$ cat config.mk
export PLATFORM = sky130hd
export DESIGN_NAME = regfile_wb_arbiter
export DESIGN_NICKNAME = d
export VERILOG_FILES = /design/src/rtl/wb_arb_pkg.sv /design/src/rtl/regfile_wb_arbiter_fifo.sv /design/src/rtl/regfile_wb_arbiter.sv
export SDC_FILE = /design/constraint.sdc
export NUM_CORES = 1
export LEC_CHECK = 0
export BUFFER_PORTS_ARGS = -buffer_cell sky130_fd_sc_hd__buf_2
export CAP_MARGIN = 10
export CORE_ASPECT_RATIO = 1.5
export CORE_UTILIZATION = 50
export DETAILED_ROUTE_END_ITERATION = 7
export PLACE_DENSITY_LB_ADDON = 0.15
export SYNTH_ARGS = -nofsm -noshare
export SYNTH_HDL_FRONTEND = slang
export SYNTH_HIERARCHICAL = 1
export SYNTH_SLANG_ARGS = --single-unit
$ cat constraint.sdc
create_clock -name clk -period 2.7 [get_ports clk]
set_input_delay 0.54 -clock clk [delete_from_list [all_inputs] [get_ports clk]]
set_output_delay 0.54 -clock clk [all_outputs]
set_load 0.01 [all_outputs]
$ cat src/rtl/wb_arb_pkg.sv
// Shared types and helpers for the register-file writeback arbiter.
package wb_arb_pkg;

  localparam int unsigned REG_ADDR_W = 5;
  localparam int unsigned REG_DATA_W = 8;
  localparam int unsigned MAX_SRC    = 4;
  localparam int unsigned SEL_W      = 2;

  typedef struct packed {
    logic [REG_ADDR_W-1:0] addr;
    logic [REG_DATA_W-1:0] data;
  } wb_req_t;

  // Round-robin winner: first set bit of req_mask at or after ptr, modulo n.
  function automatic logic [SEL_W-1:0] rr_pick(input logic [MAX_SRC-1:0] req_mask,
                                               input logic [SEL_W-1:0]   ptr,
                                               input int unsigned        n);
    logic [SEL_W-1:0] win;
    logic             found;
    int unsigned      idx;
    win   = '0;
    found = 1'b0;
    for (int unsigned k = 0; k < MAX_SRC; k++) begin
      idx = 32'(ptr) + k;
      if (idx >= n) idx = idx - n;
      if (!found && (k < n) && req_mask[idx[SEL_W-1:0]]) begin
        win   = idx[SEL_W-1:0];
        found = 1'b1;
      end
    end
    return win;
  endfunction

endpackage

$ cat src/rtl/regfile_wb_arbiter_fifo.sv
// Per-source writeback request FIFO; exposes per-entry valid/address for hazard lookup.
module wb_req_fifo
  import wb_arb_pkg::*;
#(
  parameter int unsigned DEPTH = 2
) (
  input  logic                          clk,
  input  logic                          rst_n,
  input  logic                          push,
  input  wb_req_t                       push_data,
  input  logic                          pop,
  output logic                          full,
  output logic                          empty,
  output wb_req_t                       head,
  output logic [DEPTH-1:0]              ent_valid,
  output logic [DEPTH*REG_ADDR_W-1:0]   ent_addr
);

  localparam int unsigned PTR_W = $clog2(DEPTH);
  localparam int unsigned CNT_W = PTR_W + 1;

  wb_req_t            mem [DEPTH];
  logic [PTR_W-1:0]   rd_ptr;
  logic [PTR_W-1:0]   wr_ptr;
  logic [CNT_W-1:0]   count;
  logic               do_push;
  logic               do_pop;

  assign full    = (count == CNT_W'(DEPTH));
  assign empty   = (count == '0);
  assign do_push = push && !full;
  assign do_pop  = pop && !empty;
  assign head    = mem[rd_ptr];

  always_ff @(posedge clk or negedge rst_n) begin
    if (!rst_n) begin
      rd_ptr <= '0;
      wr_ptr <= '0;
      count  <= '0;
    end else begin
      if (do_push) wr_ptr <= wr_ptr + PTR_W'(1);
      if (do_pop)  rd_ptr <= rd_ptr + PTR_W'(1);
      case ({do_push, do_pop})
        2'b10:   count <= count + CNT_W'(1);
        2'b01:   count <= count - CNT_W'(1);
        default: count <= count;
      endcase
    end
  end

  always_ff @(posedge clk) begin
    if (do_push) mem[wr_ptr] <= push_data;
  end

  // An entry is live when its distance from the read pointer is below the count.
  always_comb begin
    logic [PTR_W-1:0] off;
    off       = '0;
    ent_valid = '0;
    ent_addr  = '0;
    for (int j = 0; j < int'(DEPTH); j++) begin
      off          = PTR_W'(PTR_W'(j) - rd_ptr);
      ent_valid[j] = ({1'b0, off} < count);
      ent_addr[j*REG_ADDR_W +: REG_ADDR_W] = mem[j].addr;
    end
  end

endmodule

$ cat src/rtl/regfile_wb_arbiter.sv
// Arbitrates NUM_SRC writeback FIFOs onto the single register-file write port.
// Define WB_ARB_FIXED_PRIO_EN for lowest-index-wins priority instead of round-robin.
module regfile_wb_arbiter
  import wb_arb_pkg::*;
#(
  parameter int unsigned NUM_SRC    = 2,
  parameter int unsigned FIFO_DEPTH = 2
) (
  input  logic                           clk,
  input  logic                           rst_n,
  input  logic [NUM_SRC-1:0]             src_valid,
  output logic [NUM_SRC-1:0]             src_ready,
  input  logic [NUM_SRC*REG_ADDR_W-1:0]  src_addr,
  input  logic [NUM_SRC*REG_DATA_W-1:0]  src_data,
  output logic                           rf_we,
  output logic [REG_ADDR_W-1:0]          rf_waddr,
  output logic [REG_DATA_W-1:0]          rf_wdata,
  input  logic [REG_ADDR_W-1:0]          query_addr_1,
  input  logic [REG_ADDR_W-1:0]          query_addr_2,
  output logic                           query_pending_1,
  output logic                           query_pending_2,
  output logic                           busy
);

  localparam int unsigned SRC_W = (NUM_SRC > 2) ? 2 : 1;

  logic [NUM_SRC-1:0]               full;
  logic [NUM_SRC-1:0]               empty;
  logic [NUM_SRC-1:0]               push;
  logic [NUM_SRC-1:0]               pop;
  wb_req_t                          push_req  [NUM_SRC];
  wb_req_t                          head      [NUM_SRC];
  logic [FIFO_DEPTH-1:0]            ent_valid [NUM_SRC];
  logic [FIFO_DEPTH*REG_ADDR_W-1:0] ent_addr  [NUM_SRC];
  logic                             grant_c;
  logic [SRC_W-1:0]                 win_c;

  assign src_ready = rst_n ? ~full : '0;
  assign grant_c   = |(~empty);
  assign busy      = grant_c | rf_we;

  for (genvar gi = 0; gi < int'(NUM_SRC); gi++) begin : g_src
    // Writes to x0 are acknowledged but dropped before buffering.
    assign push_req[gi] = {src_addr[gi*REG_ADDR_W +: REG_ADDR_W], src_data[gi*REG_DATA_W +: REG_DATA_W]};
    assign push[gi]     = src_valid[gi] && src_ready[gi] && (src_addr[gi*REG_ADDR_W +: REG_ADDR_W] != '0);
    assign pop[gi]      = grant_c && (win_c == SRC_W'(gi));

    wb_req_fifo #(.DEPTH(FIFO_DEPTH)) u_fifo (
      .clk       (clk),
      .rst_n     (rst_n),
      .push      (push[gi]),
      .push_data (push_req[gi]),
      .pop       (pop[gi]),
      .full      (full[gi]),
      .empty     (empty[gi]),
      .head      (head[gi]),
      .ent_valid (ent_valid[gi]),
      .ent_addr  (ent_addr[gi])
    );
  end

`ifdef WB_ARB_FIXED_PRIO_EN
  always_comb begin
    win_c = '0;
    for (int i = int'(NUM_SRC) - 1; i >= 0; i--) begin
      if (!empty[i]) win_c = SRC_W'(i);
    end
  end
`else
  logic [SRC_W-1:0] rr_ptr;

  assign win_c = SRC_W'(rr_pick(MAX_SRC'(~empty), SEL_W'(rr_ptr), NUM_SRC));

  // Pointer moves to the source after the winner; idle cycles leave it alone.
  always_ff @(posedge clk or negedge rst_n) begin
    if (!rst_n) begin
      rr_ptr <= '0;
    end else if (grant_c) begin
      rr_ptr <= (win_c == SRC_W'(NUM_SRC - 1)) ? '0 : win_c + SRC_W'(1);
    end
  end
`endif

  always_ff @(posedge clk or negedge rst_n) begin
    if (!rst_n) begin
      rf_we    <= 1'b0;
      rf_waddr <= '0;
      rf_wdata <= '0;
    end else begin
      rf_we <= grant_c;
      if (grant_c) begin
        rf_waddr <= head[win_c].addr;
        rf_wdata <= head[win_c].data;
      end
    end
  end

  // A write is in flight while buffered or while sitting on the write port.
  always_comb begin
    query_pending_1 = 1'b0;
    query_pending_2 = 1'b0;
    for (int i = 0; i < int'(NUM_SRC); i++) begin
      for (int j = 0; j < int'(FIFO_DEPTH); j++) begin
        if (ent_valid[i][j] && (ent_addr[i][j*REG_ADDR_W +: REG_ADDR_W] == query_addr_1)) query_pending_1 = 1'b1;
        if (ent_valid[i][j] && (ent_addr[i][j*REG_ADDR_W +: REG_ADDR_W] == query_addr_2)) query_pending_2 = 1'b1;
      end
    end
    if (rf_we && (rf_waddr == query_addr_1)) query_pending_1 = 1'b1;
    if (rf_we && (rf_waddr == query_addr_2)) query_pending_2 = 1'b1;
    if (query_addr_1 == '0) query_pending_1 = 1'b0;
    if (query_addr_2 == '0) query_pending_2 = 1'b0;
  end

endmodule
# Yosys cells after proc, flatten, opt, wreduce, memory -nomap -nowiden
# Memory sizes are Yosys's and may differ from the RTL's.
# Cells that the tools add are included.
# Widths: inputs -> output; s select.
[classes]
n_addsub = 16
n_lt_le_gt_ge = 9
n_eq_ne = 16
mux = 32
bitwise = 6
n_reduce_logical = 35
[op_table]
columns = ["op", "n"]
rows = [
  ["$eq 5x5->1", 10],
  ["$mux 13", 3],
  ["$mux 1", 22],
  ["$logic_and 1x1->1", 21],
  ["$logic_not 5->1", 2],
  ["$reduce_bool 5->1", 2],
  ["$eq 2x2->1 const B", 4],
  ["$lt 1x2->1", 4],
  ["$pmux 2 s2", 2],
  ["$lt 2x3->1 const B", 2],
  ["$mux 2", 3],
  ["$add 1x1->1 const B", 5],
  ["$logic_not 1->1", 5],
  ["$add 2x1->2 const B", 2],
  ["$bmux 1 s2", 2],
  ["$eq 2x1->1 const B", 2],
  ["$ge 2x2->1 const B", 2],
  ["$logic_not 2->1", 2],
  ["$not 2->2", 2],
  ["$not 2->4", 1],
  ["$reduce_bool 2->1", 2],
  ["$sub 1x1->1 const A", 4],
  ["$sub 2x1->2 const B", 2],
  ["$add 1x1->2 const B", 1],
  ["other kinds (7)", 7],
]
[word_totals]
reg_bits = 23
ramBits = 52
input_bits = 40
output_inout_bits = 19
elab_cells = 126
n_memories = 2
[memory_table]
columns = ["memory", "words", "width", "rd", "rd_ports_with_merged_regs", "wr", "line", "text"]
rows = [
  ["g_src[0].u_fifo.mem", 2, 13, 3, 0, 1, "regfile_wb_arbiter_fifo.sv:22", "wb_req_t mem [DEPTH];"],
  ["g_src[1].u_fifo.mem", 2, 13, 3, 0, 1, "regfile_wb_arbiter_fifo.sv:22", ""],
]

# Logic depth before layout (Yosys ltp)
# Gate-level depths: netlist of the first run.
[depth]
depth_word = 13
ltp_mapped = 10
mapped_depth_nobuf = 10

# Hierarchy
# Netlist of the first run, hierarchy kept.
[by_module_without_submodules]
columns = ["mod", "instances", "cells_each", "area_per_inst_um2", "seq_area_each_um2"]
rows = [
  ["wb_req_fifo", 2, 72, 1233.7, 880.8],
  ["regfile_wb_arbiter", 1, 163, 1371.3, 375.4],
]

# Least setup slack after synthesis of the first run
# No wires, ideal clock.
[synth_timing]
path_kind = "reg2reg"
startpoint = "register g_src[0].u_fifo.count[0]"
endpoint = "memory g_src[0].u_fifo/mem[0][0] in the netlist's numbering, enable pin"
setup_time_ns = 0.382
arrival_time_ns = 1.729
required_ns = 2.318
path_slack_ns = 0.589
stages_incl_launch_ff = 8
synth_period_minus_slack_ns = 2.111
path_cell_list = "dfrtp_1 > nand2b_1 > inv_1 > nor2b_1 > nand2_1 > a21oi_1 > nand2_1 > nor2_1"
[synth_via]
elab_chain_len = 8
elab_cells_between_ends = 9
classes_between = "eq/ne (1); mux (3); bitwise (1); reduce/logical (4)"
[synth_rtl]
columns = ["item", "line", "text"]
rows = [
  ["start, declared", "regfile_wb_arbiter_fifo.sv:25", "logic [CNT_W-1:0] count;"],
  ["start signal, assigned", "regfile_wb_arbiter_fifo.sv:44", "2'b10: count <= count + CNT_W'(1);"],
  ["start signal, assigned", "regfile_wb_arbiter_fifo.sv:45", "2'b01: count <= count - CNT_W'(1);"],
  ["start signal, assigned", "regfile_wb_arbiter_fifo.sv:46", "default: count <= count;"],
  ["$eq 2x2->1", "regfile_wb_arbiter_fifo.sv:29", "assign full = (count == CNT_W'(DEPTH));"],
  ["via full[0]", "regfile_wb_arbiter.sv:27", "logic [NUM_SRC-1:0] full;"],
  ["$not 2->2", "regfile_wb_arbiter.sv:38", "assign src_ready = rst_n ? ~full : '0;"],
  ["$mux 2", "regfile_wb_arbiter.sv:38", ""],
  ["via src_ready[0]", "regfile_wb_arbiter.sv:12", "output logic [NUM_SRC-1:0] src_ready,"],
  ["$logic_and 1x1->1 (2 in series)", "regfile_wb_arbiter.sv:45", "assign push[gi] = src_valid[gi] && src_ready[gi] && (src_addr[gi*REG_ADDR_W +: REG_ADDR_W] != '0);"],
  ["via push[0]", "regfile_wb_arbiter.sv:29", "logic [NUM_SRC-1:0] push;"],
  ["$logic_and 1x1->1", "regfile_wb_arbiter_fifo.sv:31", "assign do_push = push && !full;"],
  ["$mux 1", "regfile_wb_arbiter_fifo.sv:52", "if (do_push) mem[wr_ptr] <= push_data;"],
  ["$mux 1 (implied by the code)", "regfile_wb_arbiter_fifo.sv:52", ""],
  ["end, declared", "regfile_wb_arbiter_fifo.sv:22", ""],
]
# The timed path passes the listed nets, and every way through them passes these cells.

# Worst setup path in the final report of the first run
[layout_timing]
startpoint = "register rf_waddr[3]"
endpoint = "output query_pending_1"
[layout_via]
elab_chain_len = 4
[layout_rtl]
columns = ["item", "line", "text"]
rows = [
  ["start, declared", "regfile_wb_arbiter.sv:16", "output logic [REG_ADDR_W-1:0] rf_waddr,"],
  ["start signal, assigned", "regfile_wb_arbiter.sv:92", "rf_waddr <= head[win_c].addr;"],
  ["$eq 5x5->1", "regfile_wb_arbiter.sv:108", "if (rf_we && (rf_waddr == query_addr_1)) query_pending_1 = 1'b1;"],
  ["$logic_and 1x1->1", "regfile_wb_arbiter.sv:108", ""],
  ["$mux 1", "regfile_wb_arbiter.sv:108", ""],
  ["$mux 1", "regfile_wb_arbiter.sv:110", "if (query_addr_1 == '0) query_pending_1 = 1'b0;"],
  ["end, declared", "regfile_wb_arbiter.sv:20", "output logic query_pending_1,"],
]
# No other way between the ends.

==> results of run 1 <==
critical path, cell delays in order (launching register included):
cell and delay [ns]:
dfrtp_1 0.44, xor2_1 0.18, nor4_1 0.38, nand3_1 0.16, nand3_1 0.16, o22a_1 0.15, buf_2 0.13
final timing paths:
check                                                      from                                    to  slack, ns  depth (start not counted)
max                                     rf_waddr[3]$_DFFE_PN0N_                       query_pending_1       0.23                          6
min                                                       rst_n               rf_wdata[5]$_DFFE_PN0N_       0.25                          2
max reg2reg                g_src[1].u_fifo/count[1]$_DFFE_PN0P_  g_src[0].u_fifo/count[1]$_DFFE_PN0P_       0.46                          8
min reg2reg                                  rr_ptr$_DFFE_PN0N_                    rr_ptr$_DFFE_PN0N_       0.48                          1
max in group asynchronous                                 rst_n    g_src[0].u_fifo/wr_ptr$_DFFE_PN0P_       2.22                          2
min in group clk                                    src_data[2]   g_src[0].u_fifo/mem[1][2]$_DFFE_PP_       0.38                          1
state kept, by name (all words and copies together), names as in the netlist:
name,count
g_src.u_fifo/mem,52
rf_wdata,8
rf_waddr,5
g_src.u_fifo/count,4
g_src.u_fifo/rd_ptr,2
g_src.u_fifo/wr_ptr,2
rf_we,1
rr_ptr,1
kinds of logic (layout without fill, tap and decap cells):
logic type,Yosys count,in the layout,synth area share
buf+inv,43,89,0.0825
flops,75,75,0.557
fa+ha+maj,2,2,0.00652
simple gates,79,79,0.0988
mux,26,26,0.0763
compound gates,22,22,0.0424
xor+xnor,60,60,0.137
report_power, final:
part	internal, uW	total (uW)	switching, uW
Combinational	766	1590	822
Clock	348	706	358
Sequential	1540	1800	265
per-stage QoR:
step	hold WS [ns]	setup WS [ns]
after floorplan	0.244	0.589
after global placement	0.466	0.322
after detailed placement	0.474	0.359
after CTS	0.253	0.231
after global routing	0.265	0.154
final	0.252	0.226
cell usage in the layout, fill, tap and decap left out, drive strengths merged, types with 2 or more instances in the layout:
master | synthesis | final
a21o | 5 | 5
a21oi | 2 | 2
a22oi | 13 | 13
and3 | 2 | 2
buf | 37 | 68
clkbuf | 1 | 12
clkinv | 0 | 4
dfrtp | 23 | 23
edfxtp | 52 | 52
ha | 2 | 2
inv | 5 | 5
mux2 | 26 | 26
nand2 | 32 | 32
nand2b | 3 | 3
nand3 | 12 | 12
nor2 | 11 | 11
nor2b | 4 | 4
nor3 | 2 | 2
nor4 | 10 | 10
o22a | 2 | 2
or4 | 2 | 2
xnor2 | 18 | 18
xor2 | 42 | 42
final cells by class:
class / count / area, sq um
Clock buffer: 12 / 145
Clock inverter: 4 / 16.3
Fill cell: 664 / 3130
Inverter: 5 / 18.8
Multi-Input combinational cell: 189 / 1390
Sequential cell: 75 / 2140
Tap cell: 100 / 125
Timing Repair Buffer: 68 / 365
layer usage:
metal / part of all wire / vias to the layer above
li1: - / 1133
met1: 0.37 / 1124
met2: 0.56 / 69
met3: 0.039 / 15
met4: 0.029 / 0
met5: 0 / -
==> summary.md, run 1 <==
| Metric | Value |
|---|---|
| DP Area | `around 4000 sq um` |
| Synth warnings | `6` |
| Hold-fix buffers at CTS | `0` |
| Skew-Pair Late Insertion Delay | `0.34 ns` |
| M1 GR Usage | `0.212` |
| Largest area contributor in the netlist | `edfxtp_1` |
| Crit path DAT | `1.93 ns` |
| Data required, critical path | `2.16 ns` |
| Register area share after synthesis | `0.557` |
| Primary FF master, synth | `edfxtp_1` |
| CP endpoint kind | `output pin` |
| Initial antenna violation count | `0` |
| Post-synth net total | `349` |
| Area grow syn2layout | `9.22%` |
| Final setup violation count | `0` |
| Post-synth ARST share | `0.307` |
| Reg clk slew, reported paths | `0.07 ns` |
| Final Power | `4100 uW` |
| GRT met3 Usage | `0.0577` |
| Util after Layout | `0.573` |
| Slew HR | `0.588` |
| Ant diodes | `0` |
| DP HPWL | `5550 microns` |
| Post-DR vias/cell | `5.17` |
| Post-Route WL | `a little over 7000 microns` |
| Number of max-cap violations | `0` |
| Slew Viols, Final | `0` |
| CTS tree | `built` |
| Period utilization | `0.916` |
| Overall Global Routing Usage | `0.203` |
| Initial Util | `0.524` |
| Met2 usage in global routing | `0.368` |
| Number of global-route vias before repair | `2,324` |
| Register bit total from synthesis | `75` |
| Most frequent cell after synthesis | `edfxtp_1` |
| Final instance area | `4190 sq um` |
| Io pins | `just under 60` |
| Slew @ Worst Pin | `0.618 ns` |
| CTS Sinks | `75` |
| Drt first pass iters | `4` |
| Fin. Hold Viols | `0` |
| Max Root-Sink Buffers | `2` |
| Fin nets | `390` |
| Gpl congestion | `roughly 0.87` |
| # DRC | `0` |
| Post-CTS Resized | `0` |
| Grt ovf | `0` |
| Fin crit period | `2.47 ns` |
| Commonest cells post-synth | `edfxtp_1, xor2_1, nand2_1` |
| Core ar. | `between 7000 and 8000 sq um` |
| Routed via count | `2,341` |
| Placement Rows | `38` |
| Post-synth design cell area | `3840 sq um` |
| Ranking of synthesized cells by area | `edfxtp_1, dfrtp_1, xor2_1` |
| Largest net degree at the start of global routing | `24` |
| H-tree depth | `3` |
| Clk_skew | `0.00531 ns` |
| Placed Instances | `approximately 440` |
| Worst vdd ir | `around 0.00055 V` |
| Cells after Synth | `307` |
| Fin cells | `453` |
| Avg Cell Area, Syn | `roughly 13 sq um` |
| Die Height | `109 microns` |
| Root Driver | `clkbuf_8` |
| Post-synth EDFFs | `52` |
| Critical path type | `flip-flop to output pin` |
| Fmax | `404 MHz` |
| Antenna-violating nets left | `0` |
| Starting DRT DRC Count | `between 100 and 150` |
| I/O Buffers | `between 50 and 60` |
| Synth cell types | `27` |
| Post-CTS setup buffer count | `0` |
| RSZ-0062 raised after global routing | `no` |
| CTS Buf Count | `9` |
| First-pass GRT wire length | `11,400 microns` |
| Outcome | `completed` |
| Top-area cell type share of the netlist area | `0.407` |
| Die Area | `8040 sq um` |
| Startpoint types | `flip-flop` |
| Critical path fanouts, max | `4` |
| Worst hold path class | `input pin to asynchronous set/reset pin` |
| Leak | `0.00173 uW` |
| GR peak layer | `met2` |
| DIE WIDTH | `roughly 74 microns` |
| Share of cells above drive strength 1 | `0.306` |
| Total power per unit cell area | `978 nW/um^2` |
| DR WL/cell | `16.0 microns` |
| Final TNS setup | `0 ns` |
Power figures use the tool's default switching activity.
==> run 2, diff against run 1 <==
==> constraint.sdc (replaced) <==
create_clock -name clk -period 2.7 [get_ports clk]
set_input_delay 0.27 -clock clk [delete_from_list [all_inputs] [get_ports clk]]
set_output_delay 0.27 -clock clk [all_outputs]
set_load 0.01 [all_outputs]
==> summary.md, run 2 (synthesis gave the netlist of run 1 again) <==
| Metric | Value |
|---|---|
| Ant diodes | `0 (unchanged)` |
| Most frequent CP cell | `nor2_1` |
| CP endpoint kind | `flip-flop` |
| Total power per unit cell area | `991 nW/um^2 (+1.3%)` |
| CTS Sinks | `75 (unchanged)` |
| Clk_skew | `0.00943 ns (+0.00413 ns)` |
| CTS Buf Count | `9 (unchanged)` |
| Slew @ Worst Pin | `0.623 ns (+0.00516 ns)` |
| Storage element area | `2140 sq um (unchanged)` |
| Placement Rows | `38 (unchanged)` |
| Worst vdd ir | `0.000784 V (+41%)` |
| DP HPWL | `5460 microns (-1.5%)` |
| CP peak stage delay | `0.45 ns (about the same)` |
| Slew Viols, Final | `0 (unchanged)` |
| Multi-input combinational cell area | `1390 sq um (unchanged)` |
| Initial antenna violation count | `0 (unchanged)` |
| Number of global-route vias before repair | `2,337 (+0.56%)` |
| Worst slack at placement | `0.446 ns (+0.0872 ns)` |
| Outcome | `completed` |
| Max FFs per register | `52 (unchanged)` |
| Drt first pass iters | `4 (unchanged)` |
| I/O Buffers | `58 (unchanged)` |
| Area grow syn2layout | `10.4%` |
| Post-DR vias/cell | `5.15 (-0.42%)` |
| Crit path launch | `g_src[0].u_fifo/count[0]$_DFFE_PN0P_` |
| # DRC | `0 (unchanged)` |
| Post-Route WL | `7140 microns (-1.4%)` |
| RSZ-0062 raised after global routing | `no` |
| Critical path fanouts, max | `14 (+10)` |
| Largest net degree at the start of global routing | `24 (unchanged)` |
| Final Power | `4200 uW (+2.4%)` |
| Final instance area | `4240 sq um (+1.0%)` |
| Setup ws final | `0.434 ns (+0.208 ns)` |
| Root Driver | `clkbuf_8` |
| Hold EP | `g_src[0].u_fifo/mem[1][0]$_DFFE_PP_` |
| Period utilization | `0.839 (-0.0771)` |
| Die Area | `8040 sq um (unchanged)` |
| Fin. Hold Viols | `0 (unchanged)` |
| Slew HR | `0.584 (-0.00344)` |
| Initial Util | `0.524 (unchanged)` |
| Grt ovf | `0 (unchanged)` |
| Critical path cell sequence | `nor2_1, nor2_1, nor2_1, nor2_2, nor2b_2, ha_1, nor2_1, xor2_1` |
| Gpl congestion | `0.866 (-0.33%)` |
| Routed via count | `2,326 (-0.64%)` |
| H-tree depth | `3 (unchanged)` |
| Data required, critical path | `2.97 ns (+0.81 ns)` |
| Hold_ws | `0.113 ns (-0.139 ns)` |
| Worst r2r path cells | `8 (unchanged)` |
| Number of max-cap violations | `0 (unchanged)` |
| Crit path DAT | `2.54 ns (+0.61 ns)` |
| Worst hold path class | `input pin to flip-flop` |
| DP Area | `4020 sq um (-0.37%)` |
| Hold Crit Depth | `1` |
| FF-to-FF Start | `g_src[0].u_fifo/count[0]$_DFFE_PN0P_` |
| Reg-to-Reg End | `g_src[0].u_fifo/count[1]$_DFFE_PN0P_` |
| Leading cell type in the layout, fill and taps excluded | `buf_2` |
| Leak | `0.00175 uW (+1.2%)` |
| Fin nets | `389 (-0.26%)` |
| Antenna-violating nets left | `0 (unchanged)` |
| Die Height | `109 microns (unchanged)` |
| First-pass GRT wire length | `11,000 microns (-3.6%)` |
| Regs by FF count | `g_src.u_fifo/mem (52), rf_wdata (8), rf_waddr (5)` |
| Most frequent cells in the layout | `buf_2, edfxtp_1, xor2_1` |
| Final setup violation count | `0 (unchanged)` |
| Min-delay src | `src_data[0]` |
| Crit path max-delay cell type | `dfrtp_1` |
| Internal reg-to-reg setup slack | `0.43 ns (-0.03 ns)` |
| CTS tree | `built` |
| Starting DRT DRC Count | `84 (-28%)` |
| DIE WIDTH | `73.5 microns (unchanged)` |
| Post-CTS Resized | `0 (unchanged)` |
| Startpoint types | `flip-flop` |
| Skew-Pair Late Insertion Delay | `0.34 ns (about the same)` |
| Fmax | `441 MHz (+9.2%)` |
| Max Root-Sink Buffers | `2 (unchanged)` |
| Io pins | `59 (unchanged)` |
| Fill cells | `651 (-2.0%)` |
| Share of cells above drive strength 1 | `0.313 (+0.00655)` |
| Critical path type | `flip-flop to flip-flop` |
| Overall Global Routing Usage | `0.196 (-0.00685)` |
| Final TNS setup | `0 ns (unchanged)` |
| Reg clk slew, reported paths | `0.07 ns (about the same)` |
| Fin crit period | `2.27 ns (-0.208 ns)` |
| Largest reg by FF count | `g_src.u_fifo/mem` |
| Core ar. | `7320 sq um (unchanged)` |
| DR WL/cell | `15.8 microns (-1.1%)` |
==> run 2: cell count changes in the layout (fill, tap and decap cells not counted), sizes merged <==
| cell | change |
|---|---|
| buf | -2 |
| clkbuf | +4 |
| clkinv | -4 |
| dlygate4sd3 | +1 |
==> run 2: per-layer routing <==
layer  global-route usage  routed length [microns]
met5                    0                        0
met4                0.115                      176
met3               0.0440                      284
met2                0.357                     3930
met1                0.200                     2750
==> run 2: final cells by class <==
class                   count  area share
inverters                   5     0.00443
multi-input cells         189       0.327
well taps                 100      0.0295
clock buffers              16      0.0496
repair buffers             67      0.0851
flip-flops and latches     75       0.504
==> run 2: what timing repair did <==
action                     in CTS  in global routing
setup buffers                   0                  0
setup endpoints to repair       0                  0
hold endpoints to repair       18                  0
hold buffers                    1                  0
==> run 2: worst max-delay path by stage <==
stage	to	cells past startpoint
finish	g_src[0].u_fifo/count[1]$_DFFE_PN0P_	8
global route	g_src[0].u_fifo/count[1]$_DFFE_PN0P_	8
CTS	g_src[0].u_fifo/count[1]$_DFFE_PN0P_	8
detailed placement	g_src[0].u_fifo/count[1]$_DFFE_PN0P_	8
global placement	g_src[0].u_fifo/count[1]$_DFFE_PN0P_	8
floorplan	g_src[0].u_fifo/mem[0][0]$_DFFE_PP_	7
==> run 2: power by group <==
part	internal [uW]	switching [uW]	leakage, uW
clock	486	364	0.000109
sequential	1540	221	0.000743
combinational	748	839	0.000896
==> run 2: per-stage QoR <==
stage,instances,utilization
2_1_floorplan,307,-
3_3_place_gp,435,0.549
3_5_place_dp,435,0.549
4_1_cts,452,0.579
5_1_grt,452,0.579
6_report,452,0.579
==> run 2: worst max-delay path, delay by kind of cell (launching register included) <==
| family | cells | cell delay [ns] |
|---|---|---|
| flip-flops | 1 | 0.45 |
| XOR/XNOR | 1 | 0.16 |
| adder cells (fa/ha/maj) | 1 | 0.30 |
| AND/OR/NAND/NOR | 6 | 1.27 |
